==> config.mk <==
export PLATFORM = sky130hd
export DESIGN_NAME = apb_to_axi4lite_bridge_flat
export DESIGN_NICKNAME = d
export VERILOG_FILES = /design/src/rtl/apb_to_axi4lite_bridge_pkg.sv /design/src/rtl/apb_to_axi4lite_bridge_if.sv /design/src/rtl/apb_to_axi4lite_bridge.sv /design/src/flat_wrapper.sv
export SDC_FILE = /design/constraint.sdc
export NUM_CORES = 1
export LEC_CHECK = 0
export ABC_CLOCK_PERIOD_IN_PS = 2220
export CORE_UTILIZATION = 30
export CTS_CLUSTER_DIAMETER = 50
export CTS_CLUSTER_SIZE = 12
export DETAILED_ROUTE_END_ITERATION = 12
export PLACE_DENSITY = 0.65
export SETUP_SLACK_MARGIN = 0.15
export SYNTH_ARGS = -nofsm -noshare
export SYNTH_HDL_FRONTEND = slang
export SYNTH_SLANG_ARGS = --single-unit
==> constraint.sdc <==
create_clock -name i_aclk -period 2.22 [get_ports i_aclk]
set_clock_uncertainty 0.05 [all_clocks]
set_input_delay 0.444 -clock i_aclk [delete_from_list [all_inputs] [get_ports i_aclk]]
set_output_delay 0.444 -clock i_aclk [all_outputs]
set_load 0.02 [all_outputs]
==> src/rtl/apb_to_axi4lite_bridge_pkg.sv <==
// apb_axi_pkg: shared types and constants for the APB to AXI4-Lite bridge
// Contents: bridge FSM state enum, AXI response codes, protection width,
// and a helper that maps an AXI response to an APB error flag.
package apb_axi_pkg;
  localparam int PROT_W = 3;
  localparam logic [1:0] RESP_OKAY   = 2'b00;
  localparam logic [1:0] RESP_EXOKAY = 2'b01;
  localparam logic [1:0] RESP_SLVERR = 2'b10;
  localparam logic [1:0] RESP_DECERR = 2'b11;
  typedef enum logic [2:0] {IDLE, WR_REQ, WR_RESP, RD_REQ, RD_RESP, DONE} state_t;
  function automatic logic resp_err(input logic [1:0] r);
    return (r == RESP_SLVERR) || (r == RESP_DECERR);
  endfunction
endpackage

==> src/rtl/apb_to_axi4lite_bridge_if.sv <==
// apb_if / axil_if: bus bundles for the APB completer side and AXI4-Lite manager side
// apb_if   : psel, penable, pwrite, paddr, pwdata, pstrb, pprot (requester -> completer)
//            pready, prdata, pslverr (completer -> requester)
// axil_if  : AW/W/B/AR/R channels of AXI4-Lite; master drives valids/payloads and b/r ready
interface apb_if #(parameter int ADDR_W = 32, parameter int DATA_W = 32);
  import apb_axi_pkg::*;
  localparam int STRB_W = DATA_W / 8;
  logic              psel;
  logic              penable;
  logic              pwrite;
  logic [ADDR_W-1:0] paddr;
  logic [DATA_W-1:0] pwdata;
  logic [STRB_W-1:0] pstrb;
  logic [PROT_W-1:0] pprot;
  logic              pready;
  logic [DATA_W-1:0] prdata;
  logic              pslverr;
  modport master (output psel, penable, pwrite, paddr, pwdata, pstrb, pprot,
                  input pready, prdata, pslverr);
  modport slave  (input psel, penable, pwrite, paddr, pwdata, pstrb, pprot,
                  output pready, prdata, pslverr);
endinterface

interface axil_if #(parameter int ADDR_W = 32, parameter int DATA_W = 32);
  import apb_axi_pkg::*;
  localparam int STRB_W = DATA_W / 8;
  logic [ADDR_W-1:0] awaddr;
  logic [PROT_W-1:0] awprot;
  logic              awvalid;
  logic              awready;
  logic [DATA_W-1:0] wdata;
  logic [STRB_W-1:0] wstrb;
  logic              wvalid;
  logic              wready;
  logic [1:0]        bresp;
  logic              bvalid;
  logic              bready;
  logic [ADDR_W-1:0] araddr;
  logic [PROT_W-1:0] arprot;
  logic              arvalid;
  logic              arready;
  logic [DATA_W-1:0] rdata;
  logic [1:0]        rresp;
  logic              rvalid;
  logic              rready;
  modport master (output awaddr, awprot, awvalid, wdata, wstrb, wvalid, bready,
                         araddr, arprot, arvalid, rready,
                  input awready, wready, bresp, bvalid, arready, rdata, rresp, rvalid);
  modport slave  (input awaddr, awprot, awvalid, wdata, wstrb, wvalid, bready,
                        araddr, arprot, arvalid, rready,
                  output awready, wready, bresp, bvalid, arready, rdata, rresp, rvalid);
endinterface

==> src/rtl/apb_to_axi4lite_bridge.sv <==
// apb_to_axi4lite_bridge: APB completer turning each transfer into one AXI4-Lite transaction
// i_aclk    : clock shared by both buses
// i_aresetn : asynchronous active-low reset
// apb       : APB completer port (wait states via pready until the AXI response returns)
// axi       : AXI4-Lite manager port, single outstanding transaction
module apb_to_axi4lite_bridge
  import apb_axi_pkg::*;
#(
  parameter int ADDR_W = 32,
  parameter int DATA_W = 32
) (
  input  logic    i_aclk,
  input  logic    i_aresetn,
  apb_if.slave    apb,
  axil_if.master  axi
);
  localparam int STRB_W = DATA_W / 8;
  if (DATA_W != 32 && DATA_W != 64) begin : g_bad_width
    $error("DATA_W must be 32 or 64");
  end
  state_t            r_state, w_next;
  logic              r_aw_done, r_w_done, r_err;
  logic [ADDR_W-1:0] r_addr;
  logic [PROT_W-1:0] r_prot;
  logic [DATA_W-1:0] r_wdata, r_rdata;
  logic [STRB_W-1:0] r_strb;
  logic              w_aw_hs, w_w_hs, w_b_hs, w_r_hs;
  assign axi.awaddr  = r_addr;
  assign axi.awprot  = r_prot;
  assign axi.awvalid = (r_state == WR_REQ) && !r_aw_done;
  assign axi.wdata   = r_wdata;
  assign axi.wstrb   = r_strb;
  assign axi.wvalid  = (r_state == WR_REQ) && !r_w_done;
  assign axi.bready  = (r_state == WR_RESP);
  assign axi.araddr  = r_addr;
  assign axi.arprot  = r_prot;
  assign axi.arvalid = (r_state == RD_REQ);
  assign axi.rready  = (r_state == RD_RESP);
  assign w_aw_hs = axi.awvalid && axi.awready;
  assign w_w_hs  = axi.wvalid && axi.wready;
  assign w_b_hs  = axi.bvalid && axi.bready;
  assign w_r_hs  = axi.rvalid && axi.rready;
  // the result is only presented during the APB access phase; outside it both stay 0
  assign apb.pready  = (r_state == DONE) && apb.psel && apb.penable;
  assign apb.prdata  = apb.pready ? r_rdata : '0;
  assign apb.pslverr = apb.pready && r_err;
  always_ff @(posedge i_aclk or negedge i_aresetn)
    if (!i_aresetn) r_state <= IDLE;
    else r_state <= w_next;
  always_comb begin
    w_next = r_state;
    case (r_state)
      IDLE:    w_next = !apb.psel ? IDLE : apb.pwrite ? WR_REQ : RD_REQ;
      WR_REQ:  w_next = ((r_aw_done || w_aw_hs) && (r_w_done || w_w_hs)) ? WR_RESP : WR_REQ;
      WR_RESP: w_next = axi.bvalid ? DONE : WR_RESP;
      RD_REQ:  w_next = axi.arready ? RD_RESP : RD_REQ;
      RD_RESP: w_next = axi.rvalid ? DONE : RD_RESP;
      // a dropped psel abandons the result; a completed access phase ends the transfer
      DONE:    w_next = (!apb.psel || apb.penable) ? IDLE : DONE;
      default: w_next = IDLE;
    endcase
  end
  always_ff @(posedge i_aclk or negedge i_aresetn)
    if (!i_aresetn) begin
      r_aw_done <= 1'b0;
      r_w_done  <= 1'b0;
      r_err     <= 1'b0;
      r_addr    <= '0;
      r_prot    <= '0;
      r_wdata   <= '0;
      r_rdata   <= '0;
      r_strb    <= '0;
    end else begin
      if (r_state == IDLE && apb.psel) begin
        r_addr    <= apb.paddr;
        r_prot    <= apb.pprot;
        r_wdata   <= apb.pwdata;
        r_strb    <= apb.pwrite ? apb.pstrb : '0;
        r_aw_done <= 1'b0;
        r_w_done  <= 1'b0;
      end
      if (w_aw_hs) r_aw_done <= 1'b1;
      if (w_w_hs) r_w_done <= 1'b1;
      if (w_b_hs) begin
        r_err   <= resp_err(axi.bresp);
        r_rdata <= '0;
      end
      if (w_r_hs) begin
        r_err   <= resp_err(axi.rresp);
        r_rdata <= axi.rdata;
      end
    end
endmodule

==> src/flat_wrapper.sv <==
// flat-port wrapper written by rule: the top's interface ports become plain ports
module apb_to_axi4lite_bridge_flat import apb_axi_pkg::*;
#(
  parameter int ADDR_W = 32,
  parameter int DATA_W = 32
)
  (i_aclk, i_aresetn, apb_psel, apb_penable, apb_pwrite, apb_paddr, apb_pwdata, apb_pstrb, apb_pprot, apb_pready, apb_prdata, apb_pslverr, axi_awaddr, axi_awprot, axi_awvalid, axi_wdata, axi_wstrb, axi_wvalid, axi_bready, axi_araddr, axi_arprot, axi_arvalid, axi_rready, axi_awready, axi_wready, axi_bresp, axi_bvalid, axi_arready, axi_rdata, axi_rresp, axi_rvalid);
  apb_if #(.ADDR_W(ADDR_W), .DATA_W(DATA_W)) apb_i ();
  axil_if #(.ADDR_W(ADDR_W), .DATA_W(DATA_W)) axi_i ();
  input  logic i_aclk;
  input  logic i_aresetn;
  input wire logic [$bits(apb_i.psel)-1:0] apb_psel;
  input wire logic [$bits(apb_i.penable)-1:0] apb_penable;
  input wire logic [$bits(apb_i.pwrite)-1:0] apb_pwrite;
  input wire logic [$bits(apb_i.paddr)-1:0] apb_paddr;
  input wire logic [$bits(apb_i.pwdata)-1:0] apb_pwdata;
  input wire logic [$bits(apb_i.pstrb)-1:0] apb_pstrb;
  input wire logic [$bits(apb_i.pprot)-1:0] apb_pprot;
  output wire logic [$bits(apb_i.pready)-1:0] apb_pready;
  output wire logic [$bits(apb_i.prdata)-1:0] apb_prdata;
  output wire logic [$bits(apb_i.pslverr)-1:0] apb_pslverr;
  output wire logic [$bits(axi_i.awaddr)-1:0] axi_awaddr;
  output wire logic [$bits(axi_i.awprot)-1:0] axi_awprot;
  output wire logic [$bits(axi_i.awvalid)-1:0] axi_awvalid;
  output wire logic [$bits(axi_i.wdata)-1:0] axi_wdata;
  output wire logic [$bits(axi_i.wstrb)-1:0] axi_wstrb;
  output wire logic [$bits(axi_i.wvalid)-1:0] axi_wvalid;
  output wire logic [$bits(axi_i.bready)-1:0] axi_bready;
  output wire logic [$bits(axi_i.araddr)-1:0] axi_araddr;
  output wire logic [$bits(axi_i.arprot)-1:0] axi_arprot;
  output wire logic [$bits(axi_i.arvalid)-1:0] axi_arvalid;
  output wire logic [$bits(axi_i.rready)-1:0] axi_rready;
  input wire logic [$bits(axi_i.awready)-1:0] axi_awready;
  input wire logic [$bits(axi_i.wready)-1:0] axi_wready;
  input wire logic [$bits(axi_i.bresp)-1:0] axi_bresp;
  input wire logic [$bits(axi_i.bvalid)-1:0] axi_bvalid;
  input wire logic [$bits(axi_i.arready)-1:0] axi_arready;
  input wire logic [$bits(axi_i.rdata)-1:0] axi_rdata;
  input wire logic [$bits(axi_i.rresp)-1:0] axi_rresp;
  input wire logic [$bits(axi_i.rvalid)-1:0] axi_rvalid;
  assign apb_i.psel = apb_psel;
  assign apb_i.penable = apb_penable;
  assign apb_i.pwrite = apb_pwrite;
  assign apb_i.paddr = apb_paddr;
  assign apb_i.pwdata = apb_pwdata;
  assign apb_i.pstrb = apb_pstrb;
  assign apb_i.pprot = apb_pprot;
  assign apb_pready = apb_i.pready;
  assign apb_prdata = apb_i.prdata;
  assign apb_pslverr = apb_i.pslverr;
  assign axi_awaddr = axi_i.awaddr;
  assign axi_awprot = axi_i.awprot;
  assign axi_awvalid = axi_i.awvalid;
  assign axi_wdata = axi_i.wdata;
  assign axi_wstrb = axi_i.wstrb;
  assign axi_wvalid = axi_i.wvalid;
  assign axi_bready = axi_i.bready;
  assign axi_araddr = axi_i.araddr;
  assign axi_arprot = axi_i.arprot;
  assign axi_arvalid = axi_i.arvalid;
  assign axi_rready = axi_i.rready;
  assign axi_i.awready = axi_awready;
  assign axi_i.wready = axi_wready;
  assign axi_i.bresp = axi_bresp;
  assign axi_i.bvalid = axi_bvalid;
  assign axi_i.arready = axi_arready;
  assign axi_i.rdata = axi_rdata;
  assign axi_i.rresp = axi_rresp;
  assign axi_i.rvalid = axi_rvalid;
  apb_to_axi4lite_bridge #(.ADDR_W(ADDR_W), .DATA_W(DATA_W)) u_core (.i_aclk(i_aclk), .i_aresetn(i_aresetn), .apb(apb_i), .axi(axi_i));
endmodule
==> impl_metrics.py <==
metrics = {
    "setup_path": {
        "cpMostUsedCell": "buf_4",
        "critPathCaptureType": "output port",
        "crit_buf_inv": 3,
        "crit_path_max_incr_delay_ns": 0.39,
        "crit_path_top_delay_cell": "dfrtp_1",
        "critPathLaunch": "u_core.r_state[1]$_DFF_PN0_",
        "r2r_end": "u_core.axi.wdata[1]$_DFFE_PN0P_",
        "crit_cells": 6,
        "endpoint": "apb_prdata[23]",
        "worstReg2RegStart": "u_core.r_state[0]$_DFF_PN0_",
        "path_delay_family": "simple AND/OR/NAND/NOR gates",
        "reg2reg_depth": 4,
        "cp.arrival_ns": 1.64,
        "critPathMaxFanout": 10,
        "critPathKind": "reg2out",
        "crit_chain": "nor2b_2, and4_4, buf_8, buf_4, and2_1, buf_4",
        "rrSetupSlack_ns": 0.34,
        "required_ns": 1.73,
        "cp-start-kind": "flip-flop",
    },
    "clock_tree": {
        "cts_made_buffers": 9,
        "cts_sinks": 109,
        "cts_root_buf": "clkbuf_16",
        "ctsHoldBuffers": 0,
        "cts_tree": "built",
        "clk_latency_ns": 0.34,
        "clkTransAtPathRegs_ns": 0.07,
        "cts_buffer_depth": 2,
        "htreeDepth": 3,
    },
    "synth": {
        "synthXorXnorAreaFrac": 0,
        "synthSimpleGateAreaFrac": 0.0835,
        "synthMuxAreaShare": 0.169,
        "syn-num-nets": 461,
        "yosysWarnings": 0,
        "synth_cell_type_count": 26,
        "synth_compound_area_frac": 0.0765,
        "synthAdderAreaFrac": 0,
        "synth_edf_count": 0,
        "seq_area_frac_synth": 0.585,
        "syn_avg_cell_area_um2": 13.5,
        "syn_area_mm2": 0.00466,
        "syn_inst": 344,
        "synthFlopType": "dfrtp_1",
        "synth_top_family_by_area": "multiplexers",
        "synth_seq_cells": 109,
        "ys_async_sr_fraction": 1.00,
    },
    "routing": {
        "drtIter0Drc": 74,
        "wl_um": 12100,
        "via_count": 3476,
        "ant_nets": 0,
        "route.detailed.wl_per_inst_um": 15.7,
        "first_pass_iters": 4,
        "avgViaCountPerCell": 4.52,
        "drc_errors": 0,
    },
    "finish": {
        "stdcell_count": 769,
        "stdcell_area_mm2": 0.00762,
        "fin_util": 0.501,
        "antenna_cells": 0,
        "layout.nets": 693,
        "area_growth_pct": 63.6,
        "drive_above_1_share": 0.255,
    },
    "status": {
        "outcome": "finished clean",
    },
    "timing": {
        "fin_crit_sh": 0.959,
        "slew_headroom": 0.579,
        "worst_pin_slew_ns": 0.632,
        "setup_viol": 0,
        "rsz0062_at_grt": "yes",
        "finalSetupTns_ns": 0,
        "hold_violations": 0,
        "fin_ws_ns": 0.0905,
        "max_freq_mhz": 470,
        "period_needed_ns": 2.13,
        "finalMaxSlewViolations": 0,
    },
    "die": {
        "die_area_mm2": 0.0160,
        "die_h_um": 127,
        "ios": 262,
        "placementRows": 45,
        "start_util": 0.307,
        "fp.coreArea_mm2": 0.0152,
        "die_w_um": 127,
    },
    "power": {
        "p_leak_nw": 3.31,
        "power.density_mw_per_mm2": 1390,
        "peakVddDrop_v": 0.000578,
    },
    "place": {
        "hpwl_um": 8630,
        "gp_congestion": 0.717,
        "port_buffers": 259,
        "post-place-ws_ns": -0.417,
        "dpl_cell_area_mm2": 0.00724,
        "place_inst": 749,
    },
    "global_routing": {
        "antenna_found_initial": 0,
        "grt_max_degree": 110,
        "grt_pass1_wl_um": 19100,
        "grt_pass1_vias": 3556,
        "met1_usage": 0.180,
        "grt-busiest-layer": "met2",
        "grt_overflow_total": 0,
        "grt_usage": 0.155,
        "grt_use_met2": 0.270,
        "grt_use_met3": 0.0434,
    },
    "job": {
        "maxCapViolCount": 0,
    },
    "min_path": {
        "holdCritPathClass": "in2async",
    },
}
per-stage QoR:
| stage | power, mW | hold WS [ns] |
|---|---|---|
| floorplan | 6.56 | 0.0984 |
| global placement | 8.71 | 0.422 |
| detailed placement | 8.81 | 0.424 |
| CTS | 10.7 | 0.143 |
| global route | 11.2 | 0.169 |
| finish | 10.6 | 0.0675 |
final cells by class:
type                    count  area (µm²)
clock buffers              12         246
clock inverters             4        95.1
fillers                  1336        7580
inverters                   5        18.8
multi-input cells         174        1570
flip-flops and latches    109        2730
well taps                 188         235
repair buffers            277        2730
where the power goes:
group	total, mW	switching [mW]	internal (mW)
Sequential	3.42	0.546	2.87
Combinational	5.33	2.47	2.85
Clock	1.84	0.711	1.13
Total	10.6	3.73	6.86
layer usage:
metal / part of all wire / wire length [µm]
met2: 0.52 / 6290
met1: 0.40 / 4820
met5: 0 / 0
met4: 0.015 / 181
met3: 0.065 / 788
Yosys cell counts, types with 3 or more instances:
library cell	number	share of area
a22o_1	32	0.060
mux2_1	9	0.022
nand3_1	5	0.0054
buf_2	12	0.013
a21oi_1	5	0.0054
nor3b_1	3	0.0048
o21ai_0	6	0.0064
nor2b_1	3	0.0040
clkbuf_1	3	0.0024
dfrtp_1	109	0.59
buf_4	41	0.066
inv_1	5	0.0040
nor2_1	5	0.0040
mux2_2	61	0.15
and2_1	34	0.046
sequential cells by signal, indices dropped and copies added (netlist names):
signal / cells
u_core.r_state: 3
u_core.r_aw_done: 1
u_core.axi.araddr: 32
u_core.r_err: 1
u_core.axi.wstrb: 4
u_core.r_w_done: 1
u_core.axi.arprot: 3
u_core.axi.wdata: 32
u_core.r_rdata: 32
worst min-delay path by stage:
stage,to,cells after the start,from
after global placement,u_core.axi.wdata[23]$_DFFE_PN0P_,1,u_core.axi.wdata[23]$_DFFE_PN0P_
after floorplan,u_core.axi.araddr[0]$_DFFE_PN0P_,0,i_aresetn
after detailed placement,u_core.r_rdata[7]$_DFFE_PN0P_,1,u_core.r_rdata[7]$_DFFE_PN0P_
after CTS,u_core.axi.araddr[0]$_DFFE_PN0P_,2,i_aresetn
final,u_core.axi.arprot[1]$_DFFE_PN0P_,2,i_aresetn
after global routing,u_core.axi.araddr[0]$_DFFE_PN0P_,2,i_aresetn
cells by family (layout without fill, tap and decap cells):
kind of cell	count (synthesis)	count (layout)
flip-flops	109	109
multiplexers	70	70
buffers and inverters	61	298
AND/OR/NAND/NOR	58	58
AO/OA/AOI/OAI	46	46
worst register-to-register path, cell delays in order, from the launching register on:
cell and delay [ns]:
dfrtp_1 0.40, buf_4 0.19, nor4b_4 0.37, buf_4 0.37
mux2_2 0.40
repair_timing:
action,CTS,global route
buffers inserted,3,0
gates resized for setup,191,23
pin swaps,1,1
endpoints found under the setup margin,39,37
cloned,1,0
cells in the final DEF (no fill, tap or decap), types with 2 or more instances in the layout:
cell / count
bufinv_16: 3
a22o_1: 32
nor2_1: 5
and2_1: 25
dlygate4sd2_1: 3
clkbuf_16: 9
buf_12: 3
buf_2: 2
clkbuf_1: 2
and2_4: 9
nor3b_1: 3
buf_6: 10
dfrtp_1: 109
buf_4: 36
mux2_2: 61
inv_1: 5
nand3_1: 5
buf_8: 2
mux2_1: 9
clkdlybuf4s50_1: 217
o21ai_0: 6
a21oi_1: 5
clkbuf_2: 2
(Power assumes the default switching activity.)
